## config.mk

```make
export PLATFORM = sky130hd
export DESIGN_NAME = dl_rom_sequencer
export DESIGN_NICKNAME = d
export VERILOG_FILES = /design/src/rtl/dl_pkg.sv /design/src/rtl/byte_fifo.sv /design/src/rtl/dl_rom_sequencer.sv
export SDC_FILE = /design/constraint.sdc
export NUM_CORES = 1
export LEC_CHECK = 0
export ABC_CLOCK_PERIOD_IN_PS = 3140
export BUFFER_PORTS_ARGS = -buffer_cell sky130_fd_sc_hd__buf_2
export CAP_MARGIN = 20
export CORE_MARGIN = 5
export CORE_UTILIZATION = 58
export CTS_CLUSTER_DIAMETER = 120
export CTS_CLUSTER_SIZE = 8
export DETAILED_ROUTE_END_ITERATION = 12
export GPL_TIMING_DRIVEN = 0
export PLACE_DENSITY = 0.8
export SYNTH_ARGS = -nofsm -noshare
export SYNTH_HDL_FRONTEND = slang
export SYNTH_HIERARCHICAL = 1
export SYNTH_SLANG_ARGS = --single-unit
```

## constraint.sdc

```tcl
create_clock -name clk_sys -period 3.14 [get_ports clk_sys]
set_input_delay 0.314 -clock clk_sys [delete_from_list [all_inputs] [get_ports clk_sys]]
set_output_delay 0.314 -clock clk_sys [all_outputs]
set_load 0.01 [all_outputs]
```

## src/rtl/dl_pkg.sv

```systemverilog
// Shared types for the ROM download sequencer: FSM states, FIFO entry layout
// and the hps_io address width.
package dl_pkg;

  localparam int unsigned IOCTL_AW  = 25;
  localparam int unsigned DL_ADDR_W = 17;

  typedef enum logic [2:0] {
    BOOT,
    RUN,
    LOAD,
    DRAIN,
    HOLD
  } dl_state_t;

  typedef struct packed {
    logic [DL_ADDR_W-1:0] addr;
    logic [7:0]           data;
  } dl_entry_t;

endpackage

```

## src/rtl/byte_fifo.sv

```systemverilog
// Small synchronous FIFO with occupancy count and a synchronous flush.
// A push while full is only taken if a pop frees a slot in the same cycle.
module byte_fifo #(
  parameter int unsigned DEPTH = 4,
  parameter int unsigned WIDTH = 8
) (
  input  logic                     clk,
  input  logic                     rst_n,
  input  logic                     clr,
  input  logic                     push,
  input  logic                     pop,
  input  logic [WIDTH-1:0]         din,
  output logic [WIDTH-1:0]         dout,
  output logic                     full,
  output logic                     empty,
  output logic [$clog2(DEPTH):0]   count
);

  localparam int unsigned PTR_W = $clog2(DEPTH);

  logic [WIDTH-1:0] mem [DEPTH];
  logic [PTR_W-1:0] wr_ptr;
  logic [PTR_W-1:0] rd_ptr;
  logic             do_push;
  logic             do_pop;

  assign full    = (count == (PTR_W+1)'(DEPTH));
  assign empty   = (count == '0);
  assign do_push = push & (~full | pop);
  assign do_pop  = pop & ~empty;
  assign dout    = mem[rd_ptr];

  always_ff @(posedge clk) begin
    if (do_push && !clr) begin
      mem[wr_ptr] <= din;
    end
  end

  always_ff @(posedge clk or negedge rst_n) begin
    if (!rst_n) begin
      wr_ptr <= '0;
      rd_ptr <= '0;
      count  <= '0;
    end else if (clr) begin
      wr_ptr <= '0;
      rd_ptr <= '0;
      count  <= '0;
    end else begin
      if (do_push) begin
        wr_ptr <= wr_ptr + PTR_W'(1);
      end
      if (do_pop) begin
        rd_ptr <= rd_ptr + PTR_W'(1);
      end
      case ({do_push, do_pop})
        2'b10:   count <= count + (PTR_W+1)'(1);
        2'b01:   count <= count - (PTR_W+1)'(1);
        default: count <= count;
      endcase
    end
  end

endmodule

```

## src/rtl/dl_rom_sequencer.sv

```systemverilog
// Bridges the hps_io download port to the core ROM load port: buffers bytes,
// filters out-of-image addresses and holds the core in reset around a load.
module dl_rom_sequencer
  import dl_pkg::*;
#(
  parameter int unsigned ADDR_W      = DL_ADDR_W,
  parameter int unsigned ROM_SIZE    = 32'h1C000,
  parameter int unsigned FIFO_DEPTH  = 4,
  parameter int unsigned HOLD_CYCLES = 256
) (
  input  logic                clk_sys,
  input  logic                reset_n,
  input  logic                ioctl_download,
  input  logic                ioctl_wr,
  input  logic [IOCTL_AW-1:0] ioctl_addr,
  input  logic [7:0]          ioctl_dout,
  output logic                ioctl_wait,
  output logic [ADDR_W-1:0]   dn_addr,
  output logic [7:0]          dn_data,
  output logic                dn_wr,
  input  logic                dn_ready,
  output logic                core_reset,
  output logic                dl_overflow,
  output logic [ADDR_W:0]     dl_bytes
);

  localparam int unsigned CNT_W    = $clog2(FIFO_DEPTH) + 1;
  localparam int unsigned HOLD_W   = (HOLD_CYCLES > 1) ? $clog2(HOLD_CYCLES) : 1;
  localparam int unsigned ENTRY_W  = $bits(dl_entry_t);
  localparam logic [HOLD_W-1:0] HOLD_MAX = HOLD_W'(HOLD_CYCLES - 1);

  dl_state_t          state;
  logic [HOLD_W-1:0]  hold_cnt;
  logic               dl_prev;
  logic               dl_rise;
  logic               in_range;
  logic               push_req;
  logic               slot_free;
  logic               fifo_pop;
  logic               fifo_full;
  logic               fifo_empty;
  logic [CNT_W-1:0]   fifo_count;
  dl_entry_t          push_entry;
  dl_entry_t          head_entry;
  logic [ENTRY_W-1:0] fifo_dout;

  assign dl_rise    = ioctl_download & ~dl_prev;
  assign in_range   = (ioctl_addr < IOCTL_AW'(ROM_SIZE));
  // Accept only in LOAD; this also covers the cycle download falls, since the
  // state moves to DRAIN one edge later.
  assign push_req   = ioctl_wr & in_range & (state == LOAD) & ~dl_rise;
  assign slot_free  = ~dn_wr | dn_ready;
  assign fifo_pop   = slot_free & ~fifo_empty & ~dl_rise;
  assign push_entry = '{addr: DL_ADDR_W'(ioctl_addr), data: ioctl_dout};
  assign head_entry = fifo_dout;

  byte_fifo #(
    .DEPTH (FIFO_DEPTH),
    .WIDTH (ENTRY_W)
  ) u_fifo (
    .clk   (clk_sys),
    .rst_n (reset_n),
    .clr   (dl_rise),
    .push  (push_req),
    .pop   (fifo_pop),
    .din   (push_entry),
    .dout  (fifo_dout),
    .full  (fifo_full),
    .empty (fifo_empty),
    .count (fifo_count)
  );

  always_ff @(posedge clk_sys or negedge reset_n) begin
    if (!reset_n) begin
      state       <= BOOT;
      hold_cnt    <= HOLD_MAX;
      core_reset  <= 1'b1;
      dl_prev     <= 1'b0;
      ioctl_wait  <= 1'b0;
      dn_wr       <= 1'b0;
      dn_addr     <= '0;
      dn_data     <= '0;
      dl_overflow <= 1'b0;
      dl_bytes    <= '0;
    end else begin
      dl_prev    <= ioctl_download;
      ioctl_wait <= (fifo_count >= CNT_W'(FIFO_DEPTH - 1));

      if (dl_rise) begin
        // A new download restarts from any state and drops any pending write.
        state       <= LOAD;
        core_reset  <= 1'b1;
        dl_overflow <= 1'b0;
        dl_bytes    <= '0;
        dn_wr       <= 1'b0;
      end else begin
        if (push_req && fifo_full && !fifo_pop) begin
          dl_overflow <= 1'b1;
        end
        if (dn_wr && dn_ready && !dl_bytes[ADDR_W]) begin
          dl_bytes <= dl_bytes + (ADDR_W+1)'(1);
        end
        if (slot_free) begin
          dn_wr <= ~fifo_empty;
          if (!fifo_empty) begin
            dn_addr <= ADDR_W'(head_entry.addr);
            dn_data <= head_entry.data;
          end
        end

        case (state)
          BOOT, HOLD: begin
            core_reset <= 1'b1;
            if (hold_cnt == '0) begin
              state      <= RUN;
              core_reset <= 1'b0;
            end else begin
              hold_cnt <= hold_cnt - HOLD_W'(1);
            end
          end
          RUN: begin
            core_reset <= 1'b0;
          end
          LOAD: begin
            core_reset <= 1'b1;
            if (!ioctl_download) begin
              state <= DRAIN;
            end
          end
          DRAIN: begin
            core_reset <= 1'b1;
            // Settle time starts on the edge the last write completes.
            if (fifo_empty && slot_free) begin
              state    <= HOLD;
              hold_cnt <= HOLD_MAX;
            end
          end
          default: begin
            state      <= BOOT;
            hold_cnt   <= HOLD_MAX;
            core_reset <= 1'b1;
          end
        endcase
      end
    end
  end

endmodule

```

==> results.cfg, run 1 <==
[routing]
wl_per_cell_um = 20.1
routed_wl_um = 14000
ant_nets = 0
route.detailed.drc = 0
viasPerCell = 5.77
drt_pass1_iterations = 4
dr.first_iter.drc_count = 295
num_vias = 4024

[yosys]
synth-simple-area-share_pct = 11.4
synth_edf_count = 100
synth_area_um2 = 7030
syn-num-nets = 472
synth.area.mux_share_pct = 12.3
synth_cell_type_count = 71
synth_area_per_cell_um2 = 16.5
synth_xor_area_share_pct = 2.74
synth_fa_ha_area_share_pct = 1.35
seq_area_frac_synth_pct = 66.4
ys_ff_latch = 166
synth_top_family_by_area = multiplexers
async_flop_share_pct = 39.8
synth_compound_area_share_pct = 3.51
synth-main-ff-cell = edfxtp_1
syn-instance-count = 427
ys_warn_count = 6

[clocking]
clkLatencyLatePin_ps = 420
cts_tree = done
clk_pin_slew_ps = 60
cts_sinks = 166
hold_buffers = 0
htreeDepth = 4
clockBufferDepth = 2
cts_buffers = 17
root_buffer = clkbuf_16

[worst_setup_path]
endpoint_kind = register
required_ps = 3430
path_delay_family = simple AND/OR/NAND/NOR gates
arrival_ps = 3090
start_kind = register
crit_type = reg2reg
crit_chain = buf_4 -> nor3b_4 -> nand4_1 -> nor4_4 -> buf_4 -> nor2_1 -> fa_1 -> nor3b_1 -> a21oi_1 -> a32oi_1 -> a31oi_1
critPathMaxFanout = 10
worst_path_most_repeated_cell = buf_4
cpPeakStageDelay_ps = 460
crit_slowest_cell = fa_1
crit_buf_inv = 2

[floorplan]
io_pins = 85
die_height_um = 120
die_area_um2 = 14400
die_x_um = 120
num_rows = 40
initial_core_util_pct = 58.8
core_um2 = 12000

[global_routing]
antenna_found_initial = 1
grt_first_pass_wirelength_um = 22600
gr-total-overflow = 0
grt_start_max_net_pins = 67
grt_pass1_vias = 4326
grt_usage_pct = 20.6

[finish]
finalInstanceArea_um2 = 8360
layout-drive-gt1-share_pct = 38.3
fin_nets = 581
area_growth_syn_to_layout_pct = 18.9
layoutNonFillerInstCount = 697

[placed_design]
dpl.hpwl_um = 9070
dp.cells = 662
io_buffer_count = 84
place_area_um2 = 7750
dpl_worst_slack_ps = -115
routabilityCongestion = 0.893

[timing]
setup_slack_ps = 335
hold_viol = 0
fin_setup_tns_ps = 0
fmax_ghz = 0.356
finalCritPeriodShare_pct = 89.3
grt_setup_unrepaired = false
slew_headroom_pct = 41.6
finalMaxSlewViolations = 0
fin_worst_skew_ps = 17.6
worst_pin_slew_ps = 876
setup_viol = 0
min_period_ps = 2810

[pwr]
ir_worst_vdd_uv = 661
cellPowerDensity_nw_per_um2 = 803
p_leak_nw = 3.26

[worst_hold_path]
hold_path.class = in2async

[status]
status = finished, final reports clean

[job]
max_cap_violations = 0
## stage by stage
| step | total power [mW] | hold WS [ps] | util (%) |
|---|---|---|---|
| after global placement | 4.63 | 441 | 63.8 |
| after CTS | 6.74 | 36.4 | 69.7 |
| after detailed placement | 4.70 | 437 | 64.8 |
| after floorplan | 4.14 | 18.4 | - |
| after global routing | 7.07 | 44.9 | 69.9 |
| final | 6.71 | 21.8 | 69.9 |
## power by group
group / switching [mW] / total, mW / internal (mW) / leakage, nW
logic: 0.974 / 1.91 / 0.934 / 1.25
clock network: 0.850 / 2.02 / 1.18 / 0.286
registers: 0.190 / 2.78 / 2.59 / 1.72
## synthesized netlist by cell type, drive strengths merged, types with 2 or more instances
cell type	count	share of area (%)
nor2	35	1.9
ha	6	1.1
a21o	2	0.21
a21oi	10	0.77
mux2	25	4.0
nand3b	3	0.37
nor2b	3	0.48
buf	15	1.7
nand2	14	0.82
dfrtp	57	20
a211oi	2	0.28
nand2b	4	0.46
xor2	18	2.2
a41oi	2	0.25
nand3	17	1.5
nor4	7	1.6
mux4	25	8.0
inv	7	0.37
nor3	8	0.80
nor4b	2	0.34
xnor2	4	0.50
nor3b	6	0.87
dfstp	9	3.4
o21ai	9	0.85
a31oi	2	0.18
and2	6	0.57
o21a	2	0.21
and3	3	0.34
clkbuf	3	0.16
mux2i	2	0.28
edfxtp	100	43
nand4	6	0.62
## timing repair
action,in CTS,in global routing
buffers inserted,0,2
pin swaps,0,1
endpoints found under the setup margin,52,54
resized for setup,4,1
## routing by layer
| layer | vias up | part of all wire [%] | track usage [%] |
|---|---|---|---|
| met5 | - | 0 | 0 |
| met4 | 0 | 1.6 | 6.59 |
| met3 | 14 | 5.5 | 5.94 |
| met2 | 122 | 52 | 35.8 |
| met1 | 2052 | 41 | 24.7 |
| li1 | 1836 | - | - |
## registers in the layout, indices dropped and copies added (netlist names)
register       count
dl_prev            1
dl_bytes          18
hold_cnt           8
ioctl_wait         1
dl_overflow        1
dn_addr           17
u_fifo/count       3
state              3
u_fifo/mem       100
dn_wr              1
dn_data            8
core_reset         1
u_fifo/rd_ptr      2
u_fifo/wr_ptr      2
## path summary, 6_finish.rpt
check                                 from              end  slack, ps  cells after the start
setup / recovery                  state[0]  u_fifo/count[2]        330                     11
hold / removal                     reset_n      dl_bytes[3]         20                      1
setup reg to reg                  state[0]  u_fifo/count[2]        330                     11
hold reg to reg            u_fifo/count[2]       ioctl_wait        450                      1
max in group asynchronous          reset_n       dn_addr[6]       2560                      1
min in group clk_sys        ioctl_download          dl_prev         40                      1
## cell usage in the layout, fill, tap and decap left out, types with 5 or more instances in the layout
| cell | count |
|---|---|
| edfxtp_1 | 100 |
| buf_2 | 88 |
| dfrtp_1 | 57 |
| nor2_1 | 34 |
| mux4_2 | 25 |
| mux2_1 | 18 |
| xor2_1 | 18 |
| clkbuf_16 | 17 |
| nand3_1 | 15 |
| nand2_1 | 12 |
| a21oi_1 | 9 |
| dfstp_2 | 9 |
| buf_4 | 8 |
| inv_1 | 7 |
| mux2_2 | 7 |
| nor3_1 | 6 |
| ha_1 | 6 |
| clkbuf_1 | 5 |
| nand4_1 | 5 |
| nor4_4 | 5 |
## area by class of cell
type / count / area, um^2
inverter: 7 / 26.3
timing repair buffer: 90 / 548
tap: 147 / 184
buffer: 18 / 134
clock buffer: 22 / 474
multi-input combinational: 236 / 2220
fill: 764 / 3600
sequential: 166 / 4670
antenna: 1 / 2.50
clock inverter: 10 / 109
## cells by family after synthesis
logic type / after synthesis
AND/OR/NAND/NOR: 121
XOR/XNOR: 22
multiplexers: 52
AO/OA/AOI/OAI: 34
adder cells (fa/ha/maj): 7
buffers and inverters: 25
flip-flops: 166
Power figures use the tool's default switching activity.
==> inputs of run 2 (changes only) <==
--- a/config.mk
+++ b/config.mk
@@ -5,6 +5,7 @@
 export SDC_FILE = /design/constraint.sdc
 export NUM_CORES = 1
 export LEC_CHECK = 0
+export ABC_AREA = 1
 export ABC_CLOCK_PERIOD_IN_PS = 3140
 export BUFFER_PORTS_ARGS = -buffer_cell sky130_fd_sc_hd__buf_2
 export CAP_MARGIN = 20
@@ -14,7 +15,7 @@
 export CTS_CLUSTER_SIZE = 8
 export DETAILED_ROUTE_END_ITERATION = 12
 export GPL_TIMING_DRIVEN = 0
-export PLACE_DENSITY = 0.8
+export PLACE_DENSITY_LB_ADDON = 0.3
 export SYNTH_ARGS = -nofsm -noshare
 export SYNTH_HDL_FRONTEND = slang
 export SYNTH_HIERARCHICAL = 1
==> results.cfg, run 2 <==
[status]
status = finished with violations
violations = hold timing

[floorplan]
die_x_um = 122
io_pins = 85
die_area_um2 = 14800
core_um2 = 12100
num_rows = 40
die_height_um = 122
initial_core_util_pct = 59.6

[yosys]
synth_top_cell_by_area = edfxtp_1
async_flop_share_pct = 39.8
syn-instance-count = 710
synth_area_um2 = 7220
syn-num-nets = 755
synth_edf_count = 100
synth_top_area_share_pct = 41.6
ys_ff_latch = 166
synth-main-ff-cell = edfxtp_1
synth.most_common_cell = nand2_1
synthTopCellsByArea = edfxtp_1 42%, dfrtp_1 20%, nand2_1 9.3%
seq_area_frac_synth_pct = 64.6
ys_warn_count = 6
ys_top_cells_by_count = 179 x nand2_1, 100 x edfxtp_1, 88 x nor2_1
synth_cell_type_count = 38
synth_area_per_cell_um2 = 10.2

[worst_setup_path]
critPathMaxFanout = 19
worst_r2r_path_depth = 13
r2r_end = u_fifo/mem[1][13]
required_ps = 3280
crit_type = reg2reg
ff2ff_setup_slack_ps = 200
endpoint_kind = register
r2r_start = u_fifo/count[0]
arrival_ps = 3070
start_kind = register

[timing]
fin_setup_tns_ps = 0
finalCritPeriodShare_pct = 93.5
worst_pin_slew_ps = 843
min_period_ps = 2940
fmax_ghz = 0.341
setup_slack_ps = 205
fin_worst_skew_ps = 9.06
grt_setup_unrepaired = false
hold_viol = 23
setup_viol = 0
slew_headroom_pct = 43.8
finalMaxSlewViolations = 0
whs_ps = -31.1

[finish]
finalInstanceArea_um2 = 8680
top_register = u_fifo/mem
fillers = 848
area_growth_syn_to_layout_pct = 20.2
seq_area_um2 = 4670
multi_input_area_um2 = 2260
fin_nets = 874
n_antenna_cell = 0
layout-drive-gt1-share_pct = 23.5
layout_common_cells = 178 x nand2_1, 100 x edfxtp_1, 96 x buf_2, 84 x nor2_1
biggestRegsByFlops = u_fifo/mem x100, dl_bytes x18, dn_addr x17
largest_register_ffs = 100
layout_commonest_cell = nand2_1

[placed_design]
dpl_worst_slack_ps = -305
dpl.hpwl_um = 10500
place_area_um2 = 7910
io_buffer_count = 84
routabilityCongestion = 0.847

[pwr]
p_leak_nw = 3.80
cellPowerDensity_nw_per_um2 = 831
ir_worst_vdd_uv = 581

[routing]
dr.first_iter.drc_count = 564
wl_per_cell_um = 16.7
drt_pass1_iterations = 5
viasPerCell = 5.55
ant_nets = 0
route.detailed.drc = 0
num_vias = 5601
routed_wl_um = 16800

[worst_hold_path]
hold_path.class = in2async

[global_routing]
grt_first_pass_wirelength_um = 26800
grt_pass1_vias = 5360
grt_start_max_net_pins = 67
gr-total-overflow = 0
antenna_found_initial = 0
grt_usage_pct = 23.9

[clocking]
clkLatencyLatePin_ps = 430
cts_buffers = 17
root_buffer = clkbuf_16
cts_tree = done
htreeDepth = 4
clk_pin_slew_ps = 70
hold_buffers = 0
cts_sinks = 166
clockBufferDepth = 2

[job]
max_cap_violations = 0
==> run 2: stage by stage <==
step	hold slack (ps)	std cells	total power [mW]	util, %
global route	30.4	1010	7.62	71.7
global placement	459	962	5.05	64.8
CTS	13.1	1011	7.24	71.7
detailed placement	460	963	5.15	65.3
floorplan	18.4	710	4.40	-
finish	-31.1	1010	7.22	71.7
==> run 2: critical path: stages (launching register included) <==
cell,delay [ps]
dfrtp_1,490
nor2_4,70
nand2_2,110
inv_1,90
inv_1,70
nand3_2,240
clkinv_2,350
inv_1,120
nand3_1,140
nand2_1,90
inv_1,130
nand2_2,250
nor2_4,290
buf_16,190
==> run 2: cell families (layout without fill, tap and decap cells) <==
logic type	Yosys count	in the layout	share of synthesized area (%)
buf+inv	89	218	4.99
simple gates	339	342	20.6
fa+ha+maj	7	7	1.32
flops	166	166	64.6
compound gates	107	107	8.21
xor+xnor	2	2	0.243
==> run 2: repair_timing <==
item	CTS	global route
buffers inserted	13	0
pin swaps	7	0
endpoints found under the setup margin	100	100
gates resized for setup	5	1
cloned	3	0
==> run 2: how the worst max path moves through the flow <==
stage	to	startpoint	slack [ps]
after floorplan	u_fifo/mem[0][0]	u_fifo/count[0]	10
after global placement	u_fifo/mem[0][8]	u_fifo/count[0]	-1310
after detailed placement	u_fifo/mem[1][9]	u_fifo/count[0]	-310
after CTS	u_fifo/mem[1][24]	u_fifo/count[0]	50
after global routing	u_fifo/mem[1][24]	u_fifo/count[0]	30
final	u_fifo/mem[1][13]	u_fifo/count[0]	200
==> run 2: where the power goes <==
group / internal (mW) / switching, mW / total (mW)
Sequential: 2.65 / 0.244 / 2.90
Combinational: 0.751 / 1.51 / 2.26
Clock: 1.13 / 0.934 / 2.06
Total: 4.53 / 2.68 / 7.22
==> run 2: per-layer routing <==
layer / vias to the layer above / share of wire (%) / GRT usage [%]
li1: 2626 / - / -
met1: 2704 / 40 / 29.7
met2: 239 / 50 / 40.1
met3: 32 / 8.0 / 7.89
met4: 0 / 1.9 / 7.00
met5: - / 0 / 0
==> run 2: final cells by class <==
type	instances	area share, %
tap	168	2.42
buffer	22	1.24
inverter	66	2.87
clock inverter	15	1.87
multi-input combinational	458	26.0
timing repair buffer	98	6.89
sequential	166	53.8
clock buffer	17	4.90
==> inputs of run 3 (changes only) <==
--- a/config.mk
+++ b/config.mk
@@ -5,7 +5,6 @@
 export SDC_FILE = /design/constraint.sdc
 export NUM_CORES = 1
 export LEC_CHECK = 0
-export ABC_AREA = 1
 export ABC_CLOCK_PERIOD_IN_PS = 3140
 export BUFFER_PORTS_ARGS = -buffer_cell sky130_fd_sc_hd__buf_2
 export CAP_MARGIN = 20
==> results.cfg, run 3 (synthesized netlist as in run 1, its figures left out) <==
[status]
status = finished, final reports clean

[floorplan]
die_area_um2 = 14400
io_pins = 85
initial_core_util_pct = 58.8
num_rows = 40
die_x_um = 120
core_um2 = 12000
die_height_um = 120

[clocking]
clkLatencyLatePin_ps = 410
clk_pin_slew_ps = 60
htreeDepth = 4
cts_sinks = 166
clockBufferDepth = 2
cts_tree = done
hold_buffers = 0
cts_buffers = 17
root_buffer = clkbuf_16

[worst_setup_path]
endpoint_kind = register
start_kind = register
crit_type = reg2reg
critPathMaxFanout = 10
arrival_ps = 3090
required_ps = 3410
worst_r2r_path_depth = 11

[routing]
routed_wl_um = 13200
num_vias = 4005
route.detailed.drc = 0
drt_pass1_iterations = 5
ant_nets = 0
dr.first_iter.drc_count = 329
wl_per_cell_um = 18.9
viasPerCell = 5.75

[timing]
min_period_ps = 2820
hold_viol = 0
slew_headroom_pct = 41.1
fmax_ghz = 0.355
fin_worst_skew_ps = 5.54
setup_viol = 0
finalCritPeriodShare_pct = 89.7
finalMaxSlewViolations = 0
worst_pin_slew_ps = 883
setup_slack_ps = 322
grt_setup_unrepaired = false

[finish]
layout_commonest_cell = edfxtp_1
post-route-util_pct = 69.9
biggestRegsByFlops = u_fifo/mem x100, dl_bytes x18, dn_addr x17
area_growth_syn_to_layout_pct = 18.9
seq_area_um2 = 4670
layout-drive-gt1-share_pct = 38.0
top_register = u_fifo/mem
fin_nets = 582
largest_register_ffs = 100
fillers = 819
n_antenna_cell = 0
layout_common_cells = 100 x edfxtp_1, 88 x buf_2, 57 x dfrtp_1, 34 x nor2_1, 25 x mux4_2
multi_input_area_um2 = 2220

[pwr]
p_leak_nw = 3.26
cellPowerDensity_nw_per_um2 = 804
ir_worst_vdd_uv = 513

[global_routing]
grt_pass1_vias = 4194
grt_first_pass_wirelength_um = 21700
grt_usage_pct = 19.8
antenna_found_initial = 0
gr-total-overflow = 0
grt_start_max_net_pins = 67

[placed_design]
io_buffer_count = 84
dpl_worst_slack_ps = -159
dpl.hpwl_um = 8870
routabilityCongestion = 0.848

[job]
max_cap_violations = 0

[worst_hold_path]
hold_path.class = in2async
==> run 3: cell count changes in the layout (fill, tap and decap cells not counted), sizes merged, moves of 17 or more <==
cell	previous run	this run
nand2	182	14
xor2	1	18
mux4	0	25
o22ai	25	1
nor2	101	35
mux2	0	25
inv	71	10
nand3	38	17
o21ai	66	9
==> run 3: worst max-delay path, cell delays in order, from the launching register on <==
cell,delay (ps)
dfrtp_1,370
buf_4,170
nor3b_4,270
nand4_1,180
nor4_4,340
buf_4,270
nor2_1,80
fa_1,440
nor3b_1,220
a21oi_1,60
a32oi_1,170
a31oi_1,110
==> run 3: layout make-up <==
type	count	area share, %
sequential	166	55.8
multi-input combinational	236	26.5
timing repair buffer	91	6.50
clock buffer	20	5.22
tap	147	2.20
clock inverter	12	1.81
buffer	18	1.60
inverter	7	0.314
==> run 3: routing by layer <==
| metal | track usage (%) | vias to the layer above | routed length (um) |
|---|---|---|---|
| met2 | 33.5 | 114 | 6950 |
| met4 | 8.02 | 0 | 214 |
| met3 | 4.62 | 14 | 657 |
| li1 | - | 1839 | - |
| met5 | 0 | - | 0 |
| met1 | 24.6 | 2038 | 5380 |
==> run 3: where the power goes <==
group,switching [mW],internal [mW],leakage (nW),total [mW]
clock network,0.796,1.25,0.287,2.05
logic,0.966,0.942,1.25,1.91
registers,0.175,2.59,1.72,2.77
total,1.94,4.79,3.26,6.72
==> run 3: final timing paths <==
check | startpoint | slack [ps] | to
worst max register to register | state[0] | 320 | u_fifo/count[2]
worst max-delay path | state[0] | 320 | u_fifo/count[2]
max in group asynchronous | reset_n | 2540 | dn_addr[15]
worst min-delay path | reset_n | 20 | dl_bytes[5]
worst min register to register | u_fifo/count[2] | 460 | ioctl_wait
min in group clk_sys | ioctl_download | 50 | dl_prev
==> run 3: per-stage QoR <==
step	power, mW	instances	setup TNS, ps	instance area (um^2)	hold WS (ps)
floorplan	4.14	427	0	7030	18.4
finish	6.72	697	0	8360	17.8
detailed placement	4.70	662	-6220	7730	455
CTS	6.78	694	0	8330	33.8
global route	7.09	697	0	8360	34.4
global placement	4.63	658	-37750	7630	456
==> run 3: repair_timing <==
item	in CTS	in global routing
gates resized for setup	4	1
buffers inserted	0	3
setup endpoints to repair	55	14
pin swaps	0	1
